--- config.mk ---
export PLATFORM = sky130hd
export DESIGN_NAME = req_or_latch
export DESIGN_NICKNAME = d
export VERILOG_FILES = /design/src/rtl/req_or_latch.sv
export SDC_FILE = /design/constraint.sdc
export NUM_CORES = 1
export LEC_CHECK = 0
export BUFFER_PORTS_ARGS = -buffer_cell sky130_fd_sc_hd__buf_2
export CORE_MARGIN = 5
export CORE_UTILIZATION = 40
export DETAILED_ROUTE_END_ITERATION = 8
export GPL_ROUTABILITY_DRIVEN = 0
export PLACE_DENSITY = 0.59
export REMOVE_ABC_BUFFERS = 1
export SYNTH_ARGS = -nofsm -noshare
export SYNTH_HDL_FRONTEND = slang
export SYNTH_HIERARCHICAL = 1
export SYNTH_SLANG_ARGS = --single-unit
--- constraint.sdc ---
create_clock -name clk -period 2 [get_ports clk]
set_input_delay 0.2 -clock clk [delete_from_list [all_inputs] [get_ports clk]]
set_output_delay 0.2 -clock clk [all_outputs]
set_load 0.01 [all_outputs]
--- src/rtl/req_or_latch.sv ---
// Request aggregator: per-channel sync + debounce lanes feeding a sticky,
// maskable pending register with OR, first-index and leave-idle pulse outputs.

module req_or_latch_lane #(
   parameter int DEB = 3
) (
   input  logic clk,
   input  logic reset_n,
   input  logic req,
   output logic rise_now
);
   localparam int CW = $clog2(DEB + 1);
   localparam logic [CW-1:0] LAST = CW'(DEB - 1);

   logic          s1, s2, stable;
   logic [CW-1:0] cnt;

   // high on the edge where stable is about to go 0->1
   assign rise_now = s2 & ~stable & (cnt == LAST);

   always_ff @(posedge clk or negedge reset_n) begin
      if (!reset_n) begin
         s1     <= 1'b0;
         s2     <= 1'b0;
         stable <= 1'b0;
         cnt    <= '0;
      end else begin
         s1 <= req;
         s2 <= s1;
         if (s2 == stable) begin
            cnt <= '0;
         end else if (cnt == LAST) begin
            stable <= s2;
            cnt    <= '0;
         end else begin
            cnt <= cnt + CW'(1);
         end
      end
   end
endmodule

module req_or_latch #(
   parameter  int N   = 16,
   parameter  int DEB = 3,
   localparam int IW  = $clog2(N)
) (
   input  logic          clk,
   input  logic          reset_n,
   input  logic [N-1:0]  req,
   input  logic [N-1:0]  mask,
   input  logic          clear,
   output logic [N-1:0]  pending,
   output logic          any,
   output logic [IW-1:0] first_idx,
   output logic          rise
);
   logic [N-1:0]  stable_rise;
   logic [N-1:0]  set;
   logic [N-1:0]  pending_next;
   logic [IW-1:0] low_idx;
   logic          idle;

   for (genvar g = 0; g < N; g++) begin : g_lane
      req_or_latch_lane #(.DEB(DEB)) u_lane (
         .clk      (clk),
         .reset_n  (reset_n),
         .req      (req[g]),
         .rise_now (stable_rise[g])
      );
   end

   assign set          = stable_rise & mask;
   assign pending_next = (clear ? '0 : pending) | set;
   // a same-edge clear counts as idle so a fresh set reloads the index
   assign idle         = clear | ~(|pending);

   always_comb begin
      low_idx = '0;
      for (int i = N - 1; i >= 0; i--) begin
         if (set[i]) low_idx = IW'(i);
      end
   end

   always_ff @(posedge clk or negedge reset_n) begin
      if (!reset_n) begin
         pending   <= '0;
         any       <= 1'b0;
         first_idx <= '0;
         rise      <= 1'b0;
      end else begin
         pending <= pending_next;
         any     <= |pending_next;
         rise    <= (|pending_next) & ~any;
         if (idle && (|set)) first_idx <= low_idx;
      end
   end
endmodule

==> qor_table.md <==
| Parameter | Value |
| --- | --- |
| Status | completed |
| Pin count of the biggest net entering global routing | 51 |
| EDFF count, synth | 0 |
| Final routed wire length divided by cell count | 14.7 µm |
| Aggregate global-route resource usage | 13.3% |
| Placed Instances | 512 |
| Reg2reg end | first_idx[1] |
| Cell area after technology mapping | 4220 µm² |
| Horizontal die dimension | 113 µm |
| Via/cell ratio | 4.83 |
| Latest clock arrival within the worst-skew pair | 0.37 ns |
| Mean instance size in the synthesized netlist | 13.6 µm² |
| Area fraction of the dominant cell type after synthesis | 60.5% |
| 1st-iter DRT viols | 168 |
| Number of setup violations in the final report | 0 |
| Startpoint of the worst setup timing path | g_lane[6].u_lane/s2 |
| Cell type with the highest aggregate area in the netlist | dfrtp_1 |
| Post-placement worst setup slack | 0.0370 ns |
| DP HPWL | 6040 µm |
| Commonest register cell after synthesis | dfrtp_1 |
| Share of synthesized area occupied by flip-flops and latches | 60.5% |
| # DRC | 0 |
| Count of cells along the worst register-to-register path | 7 |
| Number of buffers between clock root and the deepest sink | 2 |
| Final total negative setup slack | 0 ns |
| Via count of the first global-routing pass | 2,673 |
| Remaining antenna violation count | 0 |
| Clock transition time at the flip-flop clock pins of the worst setup and hold paths | 0.10 ns |
| Height of the chip | 113 µm |
| Unrepaired setup endpoints after global routing | false |
| Diodes inserted | 0 |
| Number of max-slew violations in the final report | 0 |
| Total Power | 6.34 mW |
| Placeable Area | 10,300 µm² |
| Post-layout net count | 455 |
| Crit path max-delay cell type | dfrtp_1 |
| Number of optimization iterations in the first detailed-route pass | 4 |
| WL final | 8030 µm |
| Number of standard cells after synthesis | 310 |
| Unique masters post-synth | 36 |
| Setup slack after layout | 0.0647 ns |
| Time the worst path needs with I/O delays and setup | 1.94 ns |
| Setup slack on the worst flop-to-flop path | 0.06 ns |
| Worst min path class | primary input to flip-flop |
| Kind of start point of the critical path | flip-flop |
| Cell breakdown of the critical path | ha_1 > and3b_2 > a22o_4 > a311oi_2 > or3_1 > a31oi_1 > mux2_4 |
| Worst-case clock skew | 0.0148 ns |
| Data arrival at the endpoint of the critical path | 2.19 ns |
| Number of antenna violations at the first check in global routing | 0 |
| Reported max-cap violation count | 0 |
| Type of the setup path with the least slack | flip-flop to flip-flop |
| Sink Count | 102 |
| Layout overhead on the synthesized area | 22.6% |
| Die Outline Area | 12,700 µm² |
| Final non-filler cell total | 545 |
| Required time reported for the critical path endpoint | 2.25 ns |
| Area contributors post-synth | dfrtp_1 61%, mux2_4 6.4%, ha_1 4.7% |
| Power per cell area | 1230 nW/µm² |
| Starting density of the core | 40.8% |
| Number of hold violations in the final report | 0 |
| Share of layout cells above drive strength 1 | 36.7% |
| Warnings from Yosys | 6 |
| Peak supply drop | 0.549 mV |
| I/O pin count | 57 |
| Crit-path max FO | 4 |
| Global-route wire length before repair | 13,200 µm |
| Post-synthesis async set-or-reset flop share | 100% |
| CTS Root Cell | clkbuf_8 |
| Final Cycle Share | 96.8% |
| Slew at the pin closest to its max-slew limit | 0.645 ns |
| Total grt overflow | 0 |
| Reg2reg start | g_lane[6].u_lane/s2 |
| Total CTS buffers | 9 |
| Headroom to the max-slew limit | 57.0% |
| Longest individual stage delay on the worst path | 0.39 ns |
| Achievable Freq | 0.517 GHz |
| Nature of the critical path endpoint | flip-flop |
| DR vias | 2,634 |
| Clock tree from TritonCTS | done |
| Static leakage | 2.46 nW |
| Hold path startpoint | mask[4] |
| Endpoint, Worst Hold | pending[4] |
| Placement Rows | 37 |
| Number of instances on the worst hold path | 3 |
| #FFs+latches synth | 102 |
| Port-buffer cells | 56 |
| Total number of H-tree levels | 3 |
==> worst max-delay path by stage <==
stage	endpoint	slack [ns]	cells after the start
final	first_idx[1]	0.06	7
after global routing	first_idx[1]	0.0005	7
after CTS	rise	0.002	9
after detailed placement	rise	0.04	8
after global placement	rise	0.08	8
after floorplan	first_idx[1]	0.21	7
==> cell usage after synthesis, types with 3 or more instances <==
| cell | instances |
|---|---|
| and3b_2 | 16 |
| nand2_1 | 16 |
| ha_1 | 16 |
| nor3b_2 | 16 |
| nor3b_1 | 16 |
| inv_1 | 33 |
| mux2_4 | 18 |
| nor3_1 | 16 |
| o21ai_0 | 13 |
| dfrtp_1 | 102 |
| nand2_2 | 3 |
| nor4_2 | 4 |
| nor4_1 | 4 |
| nand3_1 | 3 |
| o21ai_1 | 4 |
| nand4_1 | 4 |
==> layer usage <==
layer	routed length (µm)	global-route usage (%)	vias to the layer above	part of all wire (%)
met4	139	4.81	0	1.7
met5	0	0	-	0
li1	-	-	1285	-
met3	388	4.20	10	4.8
met2	3670	20.2	53	46
met1	3830	17.9	1286	48
==> final cells by class <==
type                       instances  area, µm²
fill                             930       5160
sequential                       102       2550
multi-input combinational        174       1550
clock inverter                     6       85.1
timing repair buffer              84        548
clock buffer                      10        138
inverter                          33        124
tap                              136        170
==> what timing repair did <==
item / 4_1_cts / 5_1_grt
setup buffers: 0 / 0
hold endpoints to repair: 61 / 0
endpoints found under the setup margin: 0 / 2
hold buffers: 17 / 0
gates resized for setup: 0 / 7
==> cells by family (layout without fill, tap and decap cells) <==
| family | count (synthesis) | count (layout) | synth area share, % |
|---|---|---|---|
| adder cells (fa/ha/maj) | 16 | 16 | 4.75 |
| multiplexers | 19 | 19 | 6.65 |
| AO/OA/AOI/OAI | 34 | 34 | 5.96 |
| AND/OR/NAND/NOR | 105 | 105 | 18.9 |
| flip-flops | 102 | 102 | 60.5 |
| buffers and inverters | 34 | 133 | 3.20 |
==> power by group <==
group          switching, mW  internal [mW]
clock network          0.677          0.734
registers              0.427           2.62
logic                  0.830           1.06
==> worst max-delay path: cells and delay by family, from the launching register on <==
family | cells | cell delay, ns
compound gates | 3 | 0.58
flops | 1 | 0.39
simple gates | 2 | 0.39
mux | 1 | 0.26
fa+ha+maj | 1 | 0.19
==> stage by stage <==
stage	cell area [µm²]	hold slack (ns)	util (%)
after CTS	5150	0.103	49.8
after floorplan	4210	-0.0956	-
after global routing	5170	0.128	50.1
after detailed placement	4750	0.283	46.0
after global placement	4750	0.272	46.0
final	5170	0.144	50.1
==> placed cells by master (no fill, tap or decap), types with 2 or more instances in the layout <==
| cell | instances |
|---|---|
| a21oi_1 | 2 |
| a22o_1 | 2 |
| a31oi_1 | 2 |
| a32o_1 | 2 |
| a32oi_1 | 2 |
| and3b_2 | 16 |
| buf_2 | 55 |
| buf_4 | 11 |
| bufinv_16 | 2 |
| clkbuf_8 | 10 |
| clkinv_2 | 2 |
| clkinvlp_4 | 2 |
| dfrtp_1 | 102 |
| dlygate4sd3_1 | 17 |
| ha_1 | 16 |
| inv_1 | 33 |
| mux2_4 | 18 |
| nand2_1 | 15 |
| nand2_2 | 4 |
| nand3_1 | 3 |
| nand4_1 | 4 |
| nor2_1 | 2 |
| nor3_1 | 16 |
| nor3b_1 | 16 |
| nor3b_2 | 16 |
| nor4_1 | 3 |
| nor4_2 | 5 |
| o21ai_0 | 10 |
| o21ai_1 | 7 |
==> sequential cells by signal, indices dropped and copies added, names as in the netlist <==
name and cells:
g_lane.u_lane/s1 16, first_idx 4, g_lane.u_lane/s2 16, any 1, g_lane.u_lane/cnt 32, pending 16, g_lane.u_lane/stable 16, rise 1
(Power assumes the default switching activity.)
